## config.mk

```make
export PLATFORM = sky130hd
export DESIGN_NAME = block_fill_ctrl
export DESIGN_NICKNAME = d
export VERILOG_FILES = /design/src/rtl/blkctrl_pkg.sv /design/src/rtl/blk_fill_counter.sv /design/src/rtl/block_fill_ctrl.sv
export SDC_FILE = /design/constraint.sdc
export NUM_CORES = 1
export LEC_CHECK = 0
export ABC_AREA = 1
export CORE_MARGIN = 5
export CORE_UTILIZATION = 45
export CTS_CLUSTER_SIZE = 40
export DETAILED_ROUTE_END_ITERATION = 12
export MAX_ROUTING_LAYER = met4
export PLACE_DENSITY_LB_ADDON = 0.15
export SYNTH_ARGS = -nofsm -noshare
export SYNTH_HDL_FRONTEND = slang
export SYNTH_SLANG_ARGS = --single-unit
export TNS_END_PERCENT = 10
```

## constraint.sdc

```tcl
create_clock -name clk -period 2.43 [get_ports clk]
set_clock_uncertainty 0.2 [all_clocks]
set_input_delay 0.486 -clock clk [delete_from_list [all_inputs] [get_ports clk]]
set_output_delay 0.486 -clock clk [all_outputs]
set_load 0.03 [all_outputs]
```

## src/rtl/blkctrl_pkg.sv

```systemverilog
// Shared types and defaults for the block fill controller.
// The optional watchdog is enabled with BLKCTRL_TIMEOUT_EN.
package blkctrl_pkg;

    typedef enum logic [1:0] {
        FILL      = 2'd0,
        PAD       = 2'd1,
        HANDOFF   = 2'd2,
        WAIT_DONE = 2'd3
    } blkctrl_state_t;

    localparam int          BLK_BYTES_DEF = 64;
    localparam int          ADDR_W        = $clog2(BLK_BYTES_DEF);
    localparam logic [7:0]  PAD_BYTE_DEF  = 8'h00;

endpackage

```

## src/rtl/blk_fill_counter.sv

```systemverilog
// Saturating fill counter: counts buffer writes up to BLK_BYTES, cleared by flush.
module blk_fill_counter
    import blkctrl_pkg::*;
#(
    parameter int BLK_BYTES = BLK_BYTES_DEF
) (
    input  logic                         clk,
    input  logic                         n_rst,
    input  logic                         flush,
    input  logic                         inc,
    output logic [$clog2(BLK_BYTES):0]   count,
    output logic                         full
);

    localparam int CW = $clog2(BLK_BYTES) + 1;

    assign full = (count == CW'(BLK_BYTES));

    // NOTE: sequential state uses non-blocking assignments so every register
    // samples pre-edge values regardless of process ordering.
    always_ff @(posedge clk or negedge n_rst) begin
        if (!n_rst) begin
            count <= '0;
        end else if (flush) begin
            count <= '0;
        end else if (inc && !full) begin
            count <= count + CW'(1);
        end
    end

endmodule

```

## src/rtl/block_fill_ctrl.sv

```systemverilog
// Sequences a byte buffer between a byte producer and a block engine: fill, pad, hand off, wait.
// Optional watchdog on the engine is enabled with BLKCTRL_TIMEOUT_EN.
module block_fill_ctrl
    import blkctrl_pkg::*;
#(
    parameter int              BLK_BYTES   = BLK_BYTES_DEF,
    parameter int              DATA_W      = 8,
    parameter logic [DATA_W-1:0] PAD_BYTE  = DATA_W'(PAD_BYTE_DEF),
    parameter int              TIMEOUT_CYC = 1024
) (
    input  logic                         clk,
    input  logic                         n_rst,
    input  logic                         abort,
    input  logic                         in_valid,
    input  logic [DATA_W-1:0]            in_data,
    input  logic                         in_last,
    output logic                         in_ready,
    output logic                         buf_wen,
    output logic [$clog2(BLK_BYTES)-1:0] buf_waddr,
    output logic [DATA_W-1:0]            buf_wdata,
    output logic [$clog2(BLK_BYTES):0]   fill_count,
    output logic                         blk_valid,
    output logic                         blk_last,
    input  logic                         blk_ready,
    input  logic                         proc_done,
    output logic                         err_timeout
);

    localparam int BLK_AW = $clog2(BLK_BYTES);
    localparam int CW     = BLK_AW + 1;

    blkctrl_state_t         state, next_state;
    logic                   last_flag, last_nxt;
    logic                   flush;
    logic                   full;
    logic [CW-1:0]          count;
    logic                   wd_fire;

    blk_fill_counter #(.BLK_BYTES(BLK_BYTES)) u_counter (
        .clk   (clk),
        .n_rst (n_rst),
        .flush (flush),
        .inc   (buf_wen),
        .count (count),
        .full  (full)
    );

    assign fill_count = count;
    assign buf_waddr  = count[BLK_AW-1:0];

`ifdef BLKCTRL_TIMEOUT_EN
    localparam int TW = $clog2(TIMEOUT_CYC + 1);
    logic [TW-1:0] wd_cnt;
    logic          err_q;

    // proc_done and abort both outrank the watchdog in its final cycle.
    assign wd_fire = (state == WAIT_DONE) && (wd_cnt == TW'(TIMEOUT_CYC - 1))
                     && !proc_done && !abort;

    always_ff @(posedge clk or negedge n_rst) begin
        if (!n_rst) begin
            wd_cnt <= '0;
            err_q  <= 1'b0;
        end else begin
            wd_cnt <= (state == WAIT_DONE) ? wd_cnt + TW'(1) : '0;
            err_q  <= wd_fire;
        end
    end

    assign err_timeout = err_q;
`else
    assign wd_fire     = 1'b0;
    assign err_timeout = 1'b0;
`endif

    always_ff @(posedge clk or negedge n_rst) begin
        if (!n_rst) begin
            state     <= FILL;
            last_flag <= 1'b0;
        end else begin
            state     <= next_state;
            last_flag <= last_nxt;
        end
    end

    // NOTE: every output of this block gets a default first, so no path
    // through the case can leave a signal unassigned and infer a latch.
    always_comb begin
        next_state = state;
        last_nxt   = last_flag;
        flush      = 1'b0;
        in_ready   = 1'b0;
        buf_wen    = 1'b0;
        buf_wdata  = in_data;
        blk_valid  = 1'b0;
        blk_last   = 1'b0;

        case (state)
            FILL: begin
                in_ready = 1'b1;
                if (in_valid && !full) begin
                    buf_wen = 1'b1;
                    if (count == CW'(BLK_BYTES - 1)) begin
                        next_state = HANDOFF;
                        last_nxt   = in_last;
                    end else if (in_last) begin
                        next_state = PAD;
                        last_nxt   = 1'b1;
                    end
                end
            end
            PAD: begin
                buf_wen   = !full;
                buf_wdata = PAD_BYTE;
                if (count == CW'(BLK_BYTES - 1)) begin
                    next_state = HANDOFF;
                end
            end
            HANDOFF: begin
                blk_valid = 1'b1;
                blk_last  = last_flag;
                if (blk_ready) begin
                    next_state = WAIT_DONE;
                end
            end
            WAIT_DONE: begin
                if (proc_done || wd_fire) begin
                    next_state = FILL;
                    last_nxt   = 1'b0;
                    flush      = 1'b1;
                end
            end
            default: next_state = FILL;
        endcase

        // Abort discards the block: no write this cycle, clean FILL next cycle.
        if (abort) begin
            next_state = FILL;
            last_nxt   = 1'b0;
            flush      = 1'b1;
            in_ready   = 1'b0;
            buf_wen    = 1'b0;
        end
    end

endmodule

```

==> flow_summary.toml, run 1 <==
[grt]
antenna_found_initial = 0
grt_max_degree = 11
grt_use_total = 0.162
grt_pass1_wl_mm = 4.05
grt_overflow = 0
grt_pass1_vias = 894

[routing]
wl_per_cell_um = 11.4
initialDrtViolationCount = 14
via_count = 948
wl_met3_um = 149
drt-vias-per-instance = 4.72
first_pass_iters = 4
drc = 0
wl_met2_mm = 1.15
wirelength_mm = 2.28
top_layer_used = "met4"
wl_met1_um = 966
ant_nets = 0

[finish]
fillers = 179
utilization = 0.679
synthToLayoutAreaGrowth_pct = 41.6
drive_gt1_frac = 0.201
fin_nets = 196
antennaDiodeCount = 0
multiInputGateArea_um2 = 543
regArea_um2 = 251

[cts]
clock_path_buffers = 2
cts_buffers = 3
hold_buffers = 0
cts_setup_buffers = 0
cts.htree.levels = 1
cts_sinks = 10
clkTransAtPathRegs_ps = 70
insertion_delay_ps = 260
cts_tree = "done"
cts-root-buf = "clkbuf_4"

[power]
peakVddDrop_v = 0.000580
powerDensity_nw_per_um2 = 748
p_leak_nw = 0.707

[yosys]
synth-main-ff-cell = "dfrtp_1"
synth_edf_count = 0
yosysMostFrequentCell = "nand2_1"
ys_warn_count = 0
synth_area_leader_cell = "dfrtp_1"
ys_seq_area_frac = 0.261
ys_types = 28
synthTopCellsByCount = "28 x nand2_1, 25 x inv_1, 16 x nor2_1"
async_flop_share = 1.00
syn_nets = 159
synth-seq-cells = 10
netlist_top_cells_area = "dfrtp_1 26%, nand2_1 11%, inv_1 9.8%"
synth_top_area_frac = 0.261
post_synth.cell_area_avg_um2 = 6.95
synth_area_um2 = 960
synth_cells = 138

[critical_path]
crit_path_end_kind = "output pin"
endpoint = "buf_wen"
r2r_slack_ps = 630
reg2reg_to = "last_flag"
critPathMaxFanout = 6
critPathLaunch = "state[0]"
ff2ff_path_depth = 10
reg2reg_from = "u_counter.count[0]"
cp.required_ps = 1740
crit_type = "reg2out"
crit_arrival_ps = 1600
worst_setup_path_start_kind = "flip-flop"

[die]
start_util = 0.479
core-area_um2 = 2000
ios = 41
fp.dieArea_um2 = 3160
die_w_um = 56.2
num_rows = 16
fp.dieH_um = 56.2

[worst_hold_path]
min_path_type = "reg2reg"

[sta]
finalSetupTns_ps = 0
slew_viol_final = 0
finalSetupViolCount = 0
min_period_over_period = 0.940
clock.fmax_mhz = 438
hold_viol = 0
rsz0062_at_grt = "false"
worst_slack_ps = 147
period_minus_slack_ps = 2280

[run_status]
status = "completed"

[placement]
routabilityCongestion = 0.841
hpwlAfterDp_mm = 1.90
io_buffers = 39
pre_cts_ws_ps = 6.63

[flow_run]
max-cap-violations = 0
==> how the worst min path moves through the flow <==
stage,from,end,depth (start not counted)
after detailed placement,last_flag,last_flag,2
after global placement,last_flag,last_flag,2
after floorplan,n_rst,last_flag,0
after global routing,last_flag,last_flag,2
final,last_flag,last_flag,2
after CTS,last_flag,last_flag,2
==> registers in the layout, indices dropped and copies added (netlist names) <==
name and cells:
u_counter.count 7, state 2, last_flag 1
==> cells in the final DEF (no fill, tap or decap) <==
cell type and instances:
a21boi_0 1, o21ai_1 3, dlygate4sd2_1 5, a21boi_2 1, nand4_1 4, a21oi_1 2, nand2_2 5, nand3b_1 2
nand2_4 2, conb_1 1, inv_2 4, dfrtp_1 9, ha_1 5, a21oi_2 2, xor2_1 3, o21ai_2 1
inv_1 23, o21ai_0 3, buf_4 9, clkbuf_4 3, nand3_2 2, clkdlybuf4s50_1 26, dfrtp_2 1, nand2_1 28
clkbuf_8 1, nor2_1 16, dlymetal6s2s_1 1, nor2_8 1, nor2_2 1, nor3_1 1, clkinv_4 1, nand3_1 6
ha_4 1
==> power by group <==
group	internal, mW	leakage (nW)	switching (mW)
registers	0.197	0.134	0.0357
logic	0.236	0.552	0.398
clock network	0.0910	0.0210	0.0589
total	0.524	0.707	0.492
==> area by class of cell <==
type,count,share of cell area
tap,27,0.0249
timing repair buffer,41,0.283
sequential,10,0.185
inverter,28,0.0810
multi-input combinational,91,0.400
clock buffer,4,0.0267
==> worst max-delay path, stage by stage, from the launching register on <==
cell and delay [ps]:
dfrtp_2 410, inv_1 80, ha_1 220, inv_2 100, nor2_8 40, nand2_2 60, o21ai_2 70, nand2_4 100
clkinv_4 80, buf_4 170
==> per-stage QoR <==
step / hold WS, ps / std cells / power [mW] / instance area [um2]
floorplan: -9.59 / 138 / 0.659 / 960
global placement: 259 / 197 / 0.854 / 1310
detailed placement: 274 / 197 / 0.866 / 1310
CTS: 292 / 201 / 1.01 / 1350
global route: 334 / 201 / 1.10 / 1360
finish: 287 / 201 / 1.02 / 1360
==> timing repair <==
item,in CTS,in global routing
resized for setup,6,5
setup endpoints to repair,6,1
pin swaps,0,0
==> metal layers <==
metal | up-vias | global-route usage
met5 | - | -
met4 | 0 | 0.0305
met3 | 2 | 0.0534
met2 | 29 | 0.270
met1 | 432 | 0.191
li1 | 485 | -
==> cell families after synthesis <==
kind of cell             after synthesis  share of synthesized area
AO/OA/AOI/OAI                         13                     0.0887
buffers and inverters                 37                      0.186
flip-flops                            10                      0.261
XOR/XNOR                               3                     0.0274
AND/OR/NAND/NOR                       68                      0.355
adder cells (fa/ha/maj)                6                     0.0782
other                                  1                    0.00391
No activity file was read; power rests on OpenSTA's default activity.
==> inputs of run 2 (changes only) <==
--- a/config.mk
+++ b/config.mk
@@ -6,7 +6,7 @@
 export NUM_CORES = 1
 export LEC_CHECK = 0
 export ABC_AREA = 1
-export CORE_MARGIN = 5
+export CORE_MARGIN = 2
 export CORE_UTILIZATION = 45
 export CTS_CLUSTER_SIZE = 40
 export DETAILED_ROUTE_END_ITERATION = 12
==> flow_summary.toml, run 2 (synthesis gave the netlist of run 1 again) <==
[critical_path]
critPathSlowestCell = "clkdlybuf4s50_1"
critPathTopFamily = "buffers and inverters"
cp.buffers_inverters = 3
cp.required_ps = 1740
crit_path_end_kind = "output pin"
worst_setup_path_start_kind = "primary input"
crit_type = "in2out"
critPathMaxFanout = 6
max_stage_delay_ps = 650
timing.critical_path.cells = "clkdlybuf4s50_1 > nor2_8 > nand2_2 > o21ai_2 > nand2_4 > clkinv_4 > buf_4"
crit_arrival_ps = 1690

[die]
fp.dieH_um = 50.2
fp.dieArea_um2 = 2520
die_w_um = 50.2
start_util = 0.484
core-area_um2 = 1980
num_rows = 16
ios = 41

[finish]
fin_nets = 197
finalInstanceArea_um2 = 1360
mostFrequentLayoutCells = "28 x nand2_1, 27 x clkdlybuf4s50_1, 25 x inv_1"
antennaDiodeCount = 0
largest_reg_flops = 7
drive_gt1_frac = 0.160
final_common_cell = "nand2_1"
fillers = 175
synthToLayoutAreaGrowth_pct = 42.0
reg_top3 = "u_counter.count: 7 flops, state: 2 flops, last_flag: 1 flops"
largest-register = "u_counter.count"

[routing]
initialDrtViolationCount = 18
wirelength_mm = 2.16
drt-vias-per-instance = 4.63
wl_per_cell_um = 10.7
ant_nets = 0
drc = 0
first_pass_iters = 4
via_count = 935

[cts]
clock_path_buffers = 2
cts-root-buf = "clkbuf_4"
cts_sinks = 10
cts_buffers = 3
hold_buffers = 0
clkTransAtPathRegs_ps = 70
insertion_delay_ps = 260
cts_tree = "done"
cts.htree.levels = 1

[grt]
grt_pass1_wl_mm = 3.60
grt_max_degree = 11
antenna_found_initial = 0
grt_overflow = 0
grt_use_total = 0.188
grt_pass1_vias = 871

[flow_run]
max-cap-violations = 0

[power]
power_mw = 0.994
powerDensity_nw_per_um2 = 730
p_leak_nw = 0.722
peakVddDrop_v = 0.000590

[sta]
rsz0062_at_grt = "true"
hold_slack_ps = 281
hold_viol = 0
clock.fmax_mhz = 421
period_minus_slack_ps = 2380
slew_viol_final = 0
finalSetupTns_ps = 0
finalSetupViolCount = 0
min_period_over_period = 0.978

[placement]
routabilityCongestion = 0.876
hpwlAfterDp_mm = 1.78
io_buffers = 39
placed_area_um2 = 1330

[run_status]
status = "completed"

[worst_hold_path]
min_path_type = "reg2reg"
==> run 2: cell count changes in the layout (fill, tap and decap cells not counted), sizes merged <==
cell | previous run | this run
clkdlybuf4s50 | 26 | 27
dlygate4sd2 | 5 | 9
buf | 9 | 5
==> run 2: final cells by class <==
class | instances | area, um2 | share of cell area
clock buffers | 4 | 36.3 | 0.0266
inverters | 28 | 110 | 0.0808
multi-input cells | 91 | 533 | 0.391
flip-flops and latches | 10 | 250 | 0.184
well taps | 27 | 33.8 | 0.0248
repair buffers | 42 | 399 | 0.293
==> run 2: worst paths after layout <==
| check | from | end | slack [ps] | cells past startpoint |
|---|---|---|---|---|
| min reg2reg | last_flag | last_flag | 280 | 2 |
| max reg2reg | state[0] | state[0] | 610 | 9 |
| min | last_flag | last_flag | 280 | 2 |
| min in group asynchronous | n_rst | u_counter.count[0] | 330 | 1 |
| max in group asynchronous | n_rst | last_flag | 1380 | 1 |
| max | abort | buf_wen | 50 | 7 |
==> run 2: where the power goes <==
part | internal, mW | switching [mW] | total [mW]
clock network | 0.0907 | 0.0619 | 0.153
logic | 0.223 | 0.391 | 0.614
registers | 0.196 | 0.0319 | 0.228
==> run 2: metal layers <==
| layer | up-vias | global-route usage | part of all wire |
|---|---|---|---|
| li1 | 488 | - | - |
| met1 | 414 | 0.222 | 0.45 |
| met2 | 29 | 0.320 | 0.46 |
| met3 | 4 | 0.0476 | 0.075 |
| met4 | 0 | 0.0417 | 0.014 |
| met5 | - | - | 0 |
==> run 2: what timing repair did <==
item                       in CTS  in global routing
pin swaps                       0                  0
cloned                          0                  0
buffers inserted                0                  0
setup endpoints to repair      10                  2
resized for setup              10                  1
==> run 2: stage by stage <==
step | utilization | cells | setup WS (ps)
6_report | 0.688 | 202 | 53.2
5_1_grt | 0.688 | 202 | -35.6
4_1_cts | 0.686 | 202 | 41.9
3_5_place_dp | 0.672 | 198 | 11.8
3_3_place_gp | 0.672 | 198 | 26.8
2_1_floorplan | - | 138 | 495
==> run 2: tightest hold or removal path: stages (launching register included) <==
cell and delay (ps):
dfrtp_1 340, nand2_1 50, nand2_1 50
==> inputs of run 3 (changes only) <==
--- a/config.mk
+++ b/config.mk
@@ -10,6 +10,8 @@
 export CORE_UTILIZATION = 45
 export CTS_CLUSTER_SIZE = 40
 export DETAILED_ROUTE_END_ITERATION = 12
+export GPL_TIMING_DRIVEN = 1
+export HOLD_SLACK_MARGIN = 0.08
 export MAX_ROUTING_LAYER = met4
 export PLACE_DENSITY_LB_ADDON = 0.15
 export SYNTH_ARGS = -nofsm -noshare
==> results of run 3 <==
Same layout as run 2: the final DEF is identical, and so are final timing and power.
